## src/rtl/clk_pkg.sv

```systemverilog
// Shared types and BCD helpers for the time-setting path.
// Holds FSM states, field limits and wrap-around arithmetic.
package clk_pkg;

  typedef enum logic [1:0] {
    IDLE,
    EDIT_H,
    EDIT_M,
    COMMIT
  } state_e;

  typedef struct packed {
    logic [3:0] d;
    logic [3:0] u;
  } bcd2_t;

  localparam logic [3:0] HOUR_MAX_D = 4'd2;
  localparam logic [3:0] HOUR_MAX_U = 4'd3;
  localparam logic [3:0] MIN_MAX_D  = 4'd5;
  localparam logic [3:0] MIN_MAX_U  = 4'd9;
  localparam logic [3:0] BLANK_NONE = 4'b0000;

  localparam bcd2_t HOUR_MAX = {HOUR_MAX_D, HOUR_MAX_U};
  localparam bcd2_t MIN_MAX  = {MIN_MAX_D, MIN_MAX_U};

  function automatic bcd2_t bcd_inc(bcd2_t v, bcd2_t mx);
    bcd2_t r;
    r = v;
    if (v == mx) begin
      r = '0;
    end else if (v.u == 4'd9) begin
      r.u = 4'd0;
      r.d = v.d + 4'd1;
    end else begin
      r.u = v.u + 4'd1;
    end
    return r;
  endfunction

  function automatic bcd2_t bcd_dec(bcd2_t v, bcd2_t mx);
    bcd2_t r;
    r = v;
    if (v == '0) begin
      r = mx;
    end else if (v.u == 4'd0) begin
      r.u = 4'd9;
      r.d = v.d - 4'd1;
    end else begin
      r.u = v.u - 4'd1;
    end
    return r;
  endfunction

  // Out-of-range captures (bad digit or beyond the field max) become 00.
  function automatic bcd2_t bcd_fix(bcd2_t v, bcd2_t mx);
    logic ok;
    ok = (v.d <= 4'd9) && (v.u <= 4'd9) &&
         ((v.d < mx.d) || ((v.d == mx.d) && (v.u <= mx.u)));
    return ok ? v : '0;
  endfunction

endpackage

```

## src/rtl/btn_debounce.sv

```systemverilog
// Two-flop synchroniser, counting debouncer and press pulse.
// press_o is the registered rising edge of the debounced level.
module btn_debounce #(
  parameter int DEB_CYCLES = 2_000_000
) (
  input  logic clk,
  input  logic reset,
  input  logic btn_i,
  output logic press_o
);

  localparam int CW = (DEB_CYCLES > 1) ? $clog2(DEB_CYCLES) : 1;
  localparam logic [CW-1:0] CMAX = CW'(DEB_CYCLES - 1);

  logic          s1_q, s2_q;
  logic          db_q, dbp_q;
  logic          press_q;
  logic [CW-1:0] cnt_q;

  always_ff @(posedge clk or posedge reset) begin
    if (reset) begin
      s1_q    <= 1'b0;
      s2_q    <= 1'b0;
      db_q    <= 1'b0;
      dbp_q   <= 1'b0;
      press_q <= 1'b0;
      cnt_q   <= '0;
    end else begin
      s1_q    <= btn_i;
      s2_q    <= s1_q;
      dbp_q   <= db_q;
      press_q <= db_q & ~dbp_q;
      if (s2_q != db_q) begin
        if (cnt_q == CMAX) begin
          db_q  <= s2_q;
          cnt_q <= '0;
        end else begin
          cnt_q <= cnt_q + 1'b1;
        end
      end else begin
        cnt_q <= '0;
      end
    end
  end

  assign press_o = press_q;

endmodule

```

## src/rtl/time_set_ctrl.sv

```systemverilog
// HH:MM edit controller driven by mode/up/down buttons.
// Emits a one-cycle load on commit and blinks the edited pair.
module time_set_ctrl
  import clk_pkg::*;
#(
  parameter int DEB_CYCLES   = 2_000_000,
  parameter int BLINK_CYCLES = 25_000_000
) (
  input  logic       clk,
  input  logic       reset,
  input  logic       btn_mode,
  input  logic       btn_up,
  input  logic       btn_down,
  input  logic [3:0] cur_hora_d,
  input  logic [3:0] cur_hora_u,
  input  logic [3:0] cur_min_d,
  input  logic [3:0] cur_min_u,
  output logic [3:0] set_hora_d,
  output logic [3:0] set_hora_u,
  output logic [3:0] set_min_d,
  output logic [3:0] set_min_u,
  output logic       load,
  output logic       editing,
  output logic [3:0] blank
);

  localparam int BW = (BLINK_CYCLES > 1) ? $clog2(BLINK_CYCLES) : 1;
  localparam logic [BW-1:0] BMAX = BW'(BLINK_CYCLES - 1);

  logic pm, pu, pd, step, clr, edit;
  state_e st_q, st_d;
  bcd2_t hr_q, hr_d, mn_q, mn_d;
  logic [BW-1:0] bc_q;
  logic ph_q;

  btn_debounce #(.DEB_CYCLES(DEB_CYCLES)) u_mode (
    .clk(clk), .reset(reset), .btn_i(btn_mode), .press_o(pm)
  );
  btn_debounce #(.DEB_CYCLES(DEB_CYCLES)) u_up (
    .clk(clk), .reset(reset), .btn_i(btn_up), .press_o(pu)
  );
  btn_debounce #(.DEB_CYCLES(DEB_CYCLES)) u_down (
    .clk(clk), .reset(reset), .btn_i(btn_down), .press_o(pd)
  );

  // Mode has priority; up and down together cancel out.
  assign step = pu ^ pd;

  always_comb begin
    st_d = st_q;
    hr_d = hr_q;
    mn_d = mn_q;
    clr  = 1'b0;
    unique case (st_q)
      IDLE: if (pm) begin
        hr_d = bcd_fix({cur_hora_d, cur_hora_u}, HOUR_MAX);
        mn_d = bcd_fix({cur_min_d, cur_min_u}, MIN_MAX);
        st_d = EDIT_H;
        clr  = 1'b1;
      end
      EDIT_H: if (pm) begin
        st_d = EDIT_M;
        clr  = 1'b1;
      end else if (step) begin
        hr_d = pu ? bcd_inc(hr_q, HOUR_MAX) : bcd_dec(hr_q, HOUR_MAX);
        clr  = 1'b1;
      end
      EDIT_M: if (pm) begin
        st_d = COMMIT;
      end else if (step) begin
        mn_d = pu ? bcd_inc(mn_q, MIN_MAX) : bcd_dec(mn_q, MIN_MAX);
        clr  = 1'b1;
      end
      COMMIT: st_d = IDLE;
      default: st_d = IDLE;
    endcase
  end

  always_ff @(posedge clk or posedge reset) begin
    if (reset) begin
      st_q <= IDLE;
      hr_q <= '0;
      mn_q <= '0;
    end else begin
      st_q <= st_d;
      hr_q <= hr_d;
      mn_q <= mn_d;
    end
  end

  assign edit = (st_q == EDIT_H) || (st_q == EDIT_M);

  always_ff @(posedge clk or posedge reset) begin
    if (reset) begin
      bc_q <= '0;
      ph_q <= 1'b0;
    end else if (clr || !edit) begin
      bc_q <= '0;
      ph_q <= 1'b0;
    end else if (bc_q == BMAX) begin
      bc_q <= '0;
      ph_q <= ~ph_q;
    end else begin
      bc_q <= bc_q + 1'b1;
    end
  end

  always_comb begin
    blank = BLANK_NONE;
    unique case (st_q)
      EDIT_H:  blank = {ph_q, ph_q, 2'b00};
      EDIT_M:  blank = {2'b00, ph_q, ph_q};
      default: blank = BLANK_NONE;
    endcase
  end

  assign load       = (st_q == COMMIT);
  assign editing    = edit;
  assign set_hora_d = hr_q.d;
  assign set_hora_u = hr_q.u;
  assign set_min_d  = mn_q.d;
  assign set_min_u  = mn_q.u;

endmodule

```

## config.mk

```make
export PLATFORM = sky130hd
export DESIGN_NAME = time_set_ctrl
export DESIGN_NICKNAME = d
export VERILOG_FILES = /design/src/rtl/clk_pkg.sv /design/src/rtl/btn_debounce.sv /design/src/rtl/time_set_ctrl.sv
export SDC_FILE = /design/constraint.sdc
export NUM_CORES = 1
export LEC_CHECK = 0
export BUFFER_PORTS_ARGS = -buffer_cell sky130_fd_sc_hd__buf_2
export CORE_ASPECT_RATIO = 1.5
export CORE_UTILIZATION = 61
export CTS_CLUSTER_DIAMETER = 200
export CTS_CLUSTER_SIZE = 30
export DETAILED_ROUTE_END_ITERATION = 7
export GPL_TIMING_DRIVEN = 0
export MAX_ROUTING_LAYER = met4
export PLACE_DENSITY = 0.8
export SLEW_MARGIN = 20
export SYNTH_ARGS = -nofsm -noshare
export SYNTH_HDL_FRONTEND = slang
export SYNTH_SLANG_ARGS = --single-unit
```

## constraint.sdc

```tcl
create_clock -name clk -period 4.9 [get_ports clk]
set_clock_uncertainty 0.2 [all_clocks]
set_input_delay 0.98 -clock clk [delete_from_list [all_inputs] [get_ports clk]]
set_output_delay 0.98 -clock clk [all_outputs]
set_load 0.05 [all_outputs]
```

==> metrics.txt, run 1 <==
Synth area leaders=dfrtp_1 46%, nor2_1 7.2%, xor2_1 6.6%; synth warn=0; nets=807; cells after synthesis=701; Die Height=129 microns; Hold Violations, Final=0; DR WL met2=7650 microns; Row Count=46; worst path arrival time=2.23 ns; Synth Register Bits=122; async set or reset register ratio after synthesis=100%; DRC=0; setup bufs post-CTS=0; post-synth top area share=46.3%; Placed Area=7030 sq um; Worst Tran Pin Value=0.888 ns; leading area contributor after synthesis=dfrtp_1; Sink Count=122; worst hold path type=flop to flop; Hold Startpoint=u_mode.s1_q; Post-synth EDFFs=0; vias in the first global route=5508; total grt overflow=0; CTS Hold Bufs=0; first-pass GRT wire length=24300 microns; initial DRC count=305; Internal Power=1.94 mW; CTS H-tree depth=4; commonest non-fill, non-tap cell in the layout=nor2_1; Routed Antenna Nets=0; final instance area=7660 sq um; RSZ-0062 raised after global routing=false; M1 wire length=5610 microns; root buffer cell=clkbuf_16; Final period util=69.7%; Reg power frac=42.5%; Tmin final=3.41 ns; clock share of power=54.9%; final WL=14200 microns; CP Cell Sequence=inv_1 -> ha_1 -> buf_1 -> and2_1 -> buf_4 -> buf_2; post-DP HPWL=9690 microns; P_leak=3.27 nW; worst stage delay on the critical path=0.43 ns; crit end category=primary output; Main synth FF type=dfrtp_1; fraction of layout cells with a size suffix above 1=12.9%; R2R Path Start=st_q[1]; Max VDD drop=0.277 mV; diode count=0; largest net degree at the start of global routing=72; final setup fails=0; Max Root-Sink Buffers=2; CTS tree=built; max-cap violations=0; Worst Hold Depth=0; Crit Reg-Reg Endpoint=set_hora_d[1]; Post-Synthesis Cell Area=6600 sq um; Slew HR=40.3%; Combinational Power Share=2.6%; Core Area=10500 sq um; reg2reg path depth=7; Port Buf Inserts=42; most frequent cells in the layout=126 x nor2_1, 122 x dfrtp_1, 50 x xor2_1; Critical-path top delay cell=buf_1; status=completed; hold worst-path end=u_mode.s2_q; Die ar.=11200 sq um; P_sw=475 uW; area grow syn2layout=16.1%; metal3 WL=525 microns; die extent in x=86.9 microns; mean post-synth cell area=9.42 sq um; All-Layer GR Usage=28.3%; r2r setup slk=2.24 ns; top sig layer=met4; unique cell type count in the Yosys netlist=60; critical path launch point type=flop; setup TNS=0 ns; WS Path Type=flop to primary output; Detailed Routing Iterations Pass 1=5; Slew Viols, Final=0; Clock transition at path regs=0.05 ns; CTS buffer count=17; switch share=19.7%; # IOs=43; latest clock arrival within the worst-skew pair=0.41 ns; starting density of the core=62.7%; DR vias/cell=5.91; post_cts resized=0; Max Clk Rate=0.293 GHz; critical-path maximum fanout=10; post-synthesis sequential area ratio=46.3%; via count=5429; Routed WL per cell=15.5 microns; post-synth net total=745; pwr dens=315 nW/um^2; GP Congestion=0.957; initial antenna violation count=0; critical path required time=3.72 ns
## cell usage after synthesis, types with 4 or more instances
master / n
a31oi_1: 6
xor2_1: 50
xnor2_1: 37
and3_1: 9
clkbuf_1: 11
nor2b_1: 5
dfrtp_1: 122
nand3_1: 39
or3_1: 7
nand2_1: 47
nand4_1: 25
inv_1: 30
nor2_1: 126
a21oi_1: 13
ha_1: 23
mux2_2: 6
nor4b_1: 7
buf_2: 4
nor4_1: 14
nor3b_1: 7
nor3_1: 11
o21ai_0: 22
or2_2: 6
nand2b_1: 7
and4_1: 9
## stage by stage
stage / power, mW / setup slack [ns] / hold slack, ns / std cells / utilization (%)
2_1_floorplan: 1.08 / 0.477 / 0.131 / 701 / -
3_3_place_gp: 1.10 / -0.779 / 0.134 / 887 / 66.4
3_5_place_dp: 1.11 / 1.92 / 0.135 / 888 / 66.7
4_1_cts: 2.43 / 1.48 / 0.147 / 919 / 72.7
5_1_grt: 2.48 / 1.35 / 0.150 / 919 / 72.8
6_report: 2.41 / 1.49 / 0.145 / 919 / 72.8
## worst max-delay path, delay by kind of cell (launching register included)
kind	cells	cell delay, ns
buffers and inverters	4	0.92
flip-flops	1	0.41
adder cells (fa/ha/maj)	1	0.27
AND/OR/NAND/NOR	1	0.22
## worst max-delay path by stage
| stage | from | to | slack, ns | cells after the start |
|---|---|---|---|---|
| final | st_q[0] | blank[1] | 1.49 | 6 |
| after global routing | st_q[0] | blank[1] | 1.35 | 6 |
| after CTS | st_q[0] | blank[1] | 1.48 | 6 |
| after detailed placement | st_q[0] | blank[1] | 1.92 | 6 |
| after global placement | reset | bc_q[11] | -0.78 | 2 |
| after floorplan | reset | bc_q[0] | 0.48 | 1 |
## state kept, by name, summed over array words and instances (netlist names), 2 cells and up
| name | count |
|---|---|
| u_down.cnt_q | 21 |
| set_hora_d | 4 |
| set_min_u | 4 |
| u_up.cnt_q | 21 |
| st_q | 2 |
| bc_q | 25 |
| set_min_d | 4 |
| u_mode.cnt_q | 21 |
| set_hora_u | 4 |
## cell families after synthesis
| family | share of synthesized area [%] |
|---|---|
| adders and majority gates | 4.36 |
| and+or+nand+nor | 25.5 |
| xor gates and xnor gates | 11.5 |
| muxes | 1.48 |
| buffers and inverters | 3.54 |
| DFF | 46.3 |
| AOI/OAI and AO/OA | 7.34 |
## routing by layer
metal  global-route usage (%)  vias to the layer above
met5                        -                        -
met4                     13.5                        0
met3                     5.80                       42
met2                     50.0                      165
met1                     29.9                     2675
li1                         -                     2547
## cell type report
type	instances	area, sq um
Buffer	21	121
Clock buffer	24	492
Clock inverter	7	138
Fill cell	772	2870
Inverter	30	118
Multi-Input combinational cell	528	3320
Sequential cell	122	3050
Tap cell	144	180
Timing Repair Buffer	43	238
## power groups by stage
stage	Sequential [mW]	Clock, mW	Combinational (mW)
2_1_floorplan	1.04	0	0.0384
3_3_place_gp	1.04	0	0.0571
3_5_place_dp	1.04	0	0.0630
4_1_cts	1.03	1.34	0.0640
5_1_grt	1.03	1.39	0.0716
6_report	1.03	1.32	0.0625
Power figures use the tool's default switching activity.
==> run 2, diff against run 1 <==
==> constraint.sdc (replaced) <==
create_clock -name clk -period 3.2 [get_ports clk]
set_clock_uncertainty 0.2 [all_clocks]
set_input_delay 0.64 -clock clk [delete_from_list [all_inputs] [get_ports clk]]
set_output_delay 0.64 -clock clk [all_outputs]
set_load 0.05 [all_outputs]
==> metrics.txt, run 2 (synthesis gave the netlist of run 1 again) <==
RSZ-0062 raised after global routing=false; Worst Tran Pin Value=0.874 ns; R2R Path Start=st_q[1]; Largest Register=bc_q; register area=3050 sq um; max reg flops=25; Die Height=129 microns; area occupied by multi-input gates=3320 sq um; Routed WL per cell=15.2 microns; critical path launch point type=flop; most frequent cells in the layout=126 x nor2_1, 122 x dfrtp_1, 50 x xor2_1; Max Root-Sink Buffers=2; r2r setup slk=0.50 ns; Layout Cells excl Fill=923; critical-path maximum fanout=10; Buf/Inv on CP=4; starting density of the core=62.7%; Placed Area=7080 sq um; Crit Reg-Reg Endpoint=set_hora_d[0]; Detailed Routing Iterations Pass 1=7; pwr dens=468 nW/um^2; Fillers=737; final setup fails=0; CP Cell Sequence=inv_1 -> ha_1 -> clkbuf_2 -> and3_1 -> buf_4 -> buf_2; CTS Hold Bufs=0; Row Count=46; Final period util=91.2%; total grt overflow=0; initial antenna violation count=0; diode count=0; initial DRC count=295; Clock transition at path regs=0.06 ns; critical path required time=2.36 ns; delay-heaviest family, CP=buffers and inverters; commonest non-fill, non-tap cell in the layout=nor2_1; crit end category=primary output; max-cap violations=0; latest clock arrival within the worst-skew pair=0.42 ns; WS Path Type=flop to primary output; Tmin final=2.92 ns; CTS tree=built; final WL=14000 microns; P_leak=3.27 nW; CTS buffer count=17; # IOs=43; Sink Count=122; vias in the first global route=5377; root buffer cell=clkbuf_16; via count=5297; status=completed; Hold Violations, Final=0; Critical-path top delay cell=dfrtp_1; first-pass GRT wire length=23600 microns; largest net degree at the start of global routing=30; Max VDD drop=0.415 mV; worst path arrival time=2.08 ns; GP Congestion=0.905; reg2reg path depth=6; worst hold path type=input port to async pin; Core Area=10500 sq um; Port Buf Inserts=42; DRC=0; Slew HR=41.2%; Die ar.=11200 sq um; final instance area=7690 sq um; CTS H-tree depth=4; All-Layer GR Usage=27.6%; Inst Count DP=891; die extent in x=86.9 microns; setup TNS=0 ns; Max Clk Rate=0.343 GHz; Routed Antenna Nets=0; area grow syn2layout=16.5%; post-DP HPWL=9730 microns; DR vias/cell=5.74; worst stage delay on the critical path=0.41 ns; fraction of layout cells with a size suffix above 1=13.7%; Slew Viols, Final=0; nets=810
## run 2: timing repair
action	CTS	global route
buffers inserted	0	0
gates resized for setup	0	3
endpoints found under the setup margin	0	2
## run 2: worst register-to-register path, cell delays in order (launching register included)
cell and delay (ns):
dfrtp_1 0.39, inv_1 0.11, ha_1 0.27, clkbuf_2 0.24, o2bb2ai_1 0.66, o21ai_1 0.36
mux2_2 0.36
## run 2: per-layer routing
metal | part of all wire [%] | global-route usage, % | wire length [microns]
met1 | 41 | 29.2 | 5730
met2 | 53 | 49.5 | 7440
met3 | 3.3 | 5.16 | 457
met4 | 2.6 | 12.3 | 359
met5 | 0 | - | 0
## run 2: area by class of cell
| type | instances | share of cell area, % |
|---|---|---|
| Clock buffer | 23 | 6.35 |
| Multi-Input combinational cell | 528 | 43.2 |
| Inverter | 30 | 1.51 |
| Sequential cell | 122 | 39.7 |
| Tap cell | 144 | 2.34 |
| Clock inverter | 9 | 1.46 |
| Timing Repair Buffer | 46 | 3.78 |
| Buffer | 21 | 1.61 |
## run 2: report_power, final
part           internal [mW]  total [mW]  switching (mW)
Combinational         0.0369       0.102          0.0647
Clock                   1.23        1.93           0.698
Sequential              1.56        1.57          0.0123
## run 2: how the worst max path moves through the flow
stage | startpoint | endpoint | slack (ns) | depth (start not counted)
after global routing | st_q[1] | blank[3] | 0.20 | 6
after global placement | reset | set_hora_u[0] | 0.14 | 2
final | st_q[1] | blank[3] | 0.28 | 6
after CTS | st_q[0] | blank[1] | 0.07 | 6
after detailed placement | st_q[1] | set_hora_d[1] | 0.49 | 7
after floorplan | st_q[0] | blank[3] | 0.48 | 4
## run 2: through the flow
step / util (%) / total power, mW / hold slack (ns) / setup WS [ns]
after global placement: 66.4 / 1.68 / 0.133 / 0.143
after floorplan: - / 1.65 / 0.131 / 0.479
after CTS: 72.9 / 3.63 / 0.0144 / 0.0690
after global routing: 73.0 / 3.70 / 0.0442 / 0.197
after detailed placement: 67.2 / 1.70 / 0.142 / 0.493
final: 73.0 / 3.60 / 0.0203 / 0.281
==> run 3, diff against run 2 <==
--- a/config.mk
+++ b/config.mk
@@ -7,14 +7,15 @@
 export LEC_CHECK = 0
 export BUFFER_PORTS_ARGS = -buffer_cell sky130_fd_sc_hd__buf_2
 export CORE_ASPECT_RATIO = 1.5
-export CORE_UTILIZATION = 61
+export CORE_UTILIZATION = 62
 export CTS_CLUSTER_DIAMETER = 200
 export CTS_CLUSTER_SIZE = 30
 export DETAILED_ROUTE_END_ITERATION = 7
 export GPL_TIMING_DRIVEN = 0
 export MAX_ROUTING_LAYER = met4
-export PLACE_DENSITY = 0.8
-export SLEW_MARGIN = 20
+export PLACE_DENSITY = 0.81
+export SLEW_MARGIN = 40
 export SYNTH_ARGS = -nofsm -noshare
 export SYNTH_HDL_FRONTEND = slang
+export SYNTH_HIERARCHICAL = 1
 export SYNTH_SLANG_ARGS = --single-unit
==> constraint.sdc (replaced) <==
create_clock -name clk -period 3.2 [get_ports clk]
set_clock_uncertainty 0.2 [all_clocks]
set_input_delay 0.32 -clock clk [delete_from_list [all_inputs] [get_ports clk]]
set_output_delay 0.32 -clock clk [all_outputs]
set_load 0.05 [all_outputs]
==> metrics.txt, run 3 <==
status=completed; nets=845; final instance area=8260 sq um; critical path launch point type=flop; crit end category=primary output; P_leak=3.44 nW; CTS tree=built; worst path arrival time=2.34 ns; Clock transition at path regs=0.05 ns; mean post-synth cell area=9.75 sq um; critical path required time=2.68 ns; setup bufs post-CTS=0; Sink Count=122; DR vias/cell=6.28; power after layout=3.72 mW; Routed WL per cell=17.1 microns; post-DP HPWL=11200 microns; Synth area leaders=dfrtp_1 43%, ha_1 4.0%, xor2_1 3.9%; Largest Register=bc_q; pwr dens=450 nW/um^2; via count=6034; CTS H-tree depth=4; All-Layer GR Usage=29.8%; worst hold path type=input port to flop; Die Height=134 microns; largest net degree at the start of global routing=29; cells after synthesis=735; Post-Synthesis Cell Area=7170 sq um; commonest non-fill, non-tap cell in the layout=dfrtp_1; RSZ-0062 raised after global routing=false; most frequent cell after synthesis=dfrtp_1; total grt overflow=0; Max Clk Rate=0.349 GHz; Placed Area=7580 sq um; Die ar.=12000 sq um; Max Root-Sink Buffers=2; hold slack final=0.0309 ns; diode count=0; Post-synth EDFFs=0; WS Path Type=flop to primary output; root buffer cell=clkbuf_16; pre-CTS WS=0.504 ns; Synth Register Bits=122; CTS buffer count=17; Hold Violations, Final=0; GP Congestion=0.910; async set or reset register ratio after synthesis=100%; Core Area=11200 sq um; Final WS setup=0.338 ns; commonest cells in the netlist=122 x dfrtp_1, 60 x nor2_1, 49 x nand2_1, 42 x a21oi_1, 36 x inv_1; latest clock arrival within the worst-skew pair=0.41 ns; post-synth top area share=42.6%; Main synth FF type=dfrtp_1; Max VDD drop=0.422 mV; Slew HR=52.3%; die extent in x=89.8 microns; starting density of the core=64.1%; critical-path maximum fanout=10; post-synth net total=779; final WL=16400 microns; initial antenna violation count=0; post-synthesis sequential area ratio=42.6%; area grow syn2layout=15.3%; setup TNS=0 ns; Port Buf Inserts=42; vias in the first global route=6043; Inst Count DP=925; Worst Tran Pin Value=0.715 ns; Routed Antenna Nets=0; first-pass GRT wire length=28100 microns; synth warn=6; max-cap violations=0; Row Count=47; max reg flops=25; unique cell type count in the Yosys netlist=75; Slew Viols, Final=0; leading area contributor after synthesis=dfrtp_1; Final Util=73.9%; most frequent cells in the layout=122 x dfrtp_1, 60 x nor2_1, 49 x nand2_1; fraction of layout cells with a size suffix above 1=16.6%; Tmin final=2.86 ns; Final period util=89.4%; Detailed Routing Iterations Pass 1=5; Layout Cells excl Fill=961; # IOs=43; initial DRC count=303; DRC=0; final setup fails=0
-- run 3: cell count changes in the layout (fill, tap and decap cells not counted), moves of 8 or more --
cell      change
or3_1        +11
o31ai_1      +11
a211oi_1      +8
or4_1        +11
xor2_1       -18
nor3_1       +10
o21ai_0      +11
nor2_1       -66
a21oi_1      +29
and2_1       +11
xnor2_1      -15
-- run 3: worst max-delay path, cell delays in order, from the launching register on --
cell	delay, ns
dfrtp_1	0.40
inv_1	0.15
ha_1	0.33
clkbuf_1	0.43
and3_1	0.27
buf_4	0.11
buf_2	0.24
-- run 3: path summary, 6_finish.rpt --
path | end | slack, ns | depth (start not counted) | from
setup / recovery | blank[1] | 0.34 | 6 | st_q[0]
hold reg to reg | u_mode/s2_q | 0.15 | 0 | u_mode/s1_q
min in group asynchronous | bc_q[24] | 0.25 | 3 | reset
hold / removal | set_hora_u[1] | 0.03 | 3 | cur_hora_u[1]
setup reg to reg | set_min_d[3] | 0.46 | 7 | st_q[0]
max in group asynchronous | u_mode/cnt_q[14] | 2.05 | 3 | reset
-- run 3: layout make-up --
cell class | count | area, sq um
Buffer | 22 | 155
Clock buffer | 21 | 470
Clock inverter | 11 | 166
Fill cell | 807 | 2910
Inverter | 36 | 138
Multi-Input combinational cell | 555 | 3820
Sequential cell | 122 | 3050
Tap cell | 147 | 184
Timing Repair Buffer | 47 | 270
-- run 3: kinds of logic (layout without fill, tap and decap cells) --
kind of cell,Yosys count,in the layout,synth area share [%]
adders and majority gates,23,23,4.02
AOI/OAI and AO/OA,158,158,15.4
xor gates and xnor gates,54,54,6.60
muxes,8,8,1.22
and+or+nand+nor,312,312,26.1
buffers and inverters,58,137,4.05
DFF,122,122,42.6
-- run 3: repair_timing --
item,CTS,global route
hold buffers,4,0
gates resized for setup,0,0
hold endpoints to repair,125,0
-- run 3: routing by layer --
| layer | up-vias | GRT usage, % | routed length, microns |
|---|---|---|---|
| met1 | 2983 | 33.2 | 6490 |
| met5 | - | - | 0 |
| li1 | 2854 | - | - |
| met2 | 156 | 53.1 | 8960 |
| met3 | 41 | 5.08 | 542 |
| met4 | 0 | 11.5 | 424 |
-- run 3: where the power goes --
part	switching (mW)	internal, mW
Combinational	0.0708	0.0367
Sequential	0.0128	1.56
Clock	0.679	1.36
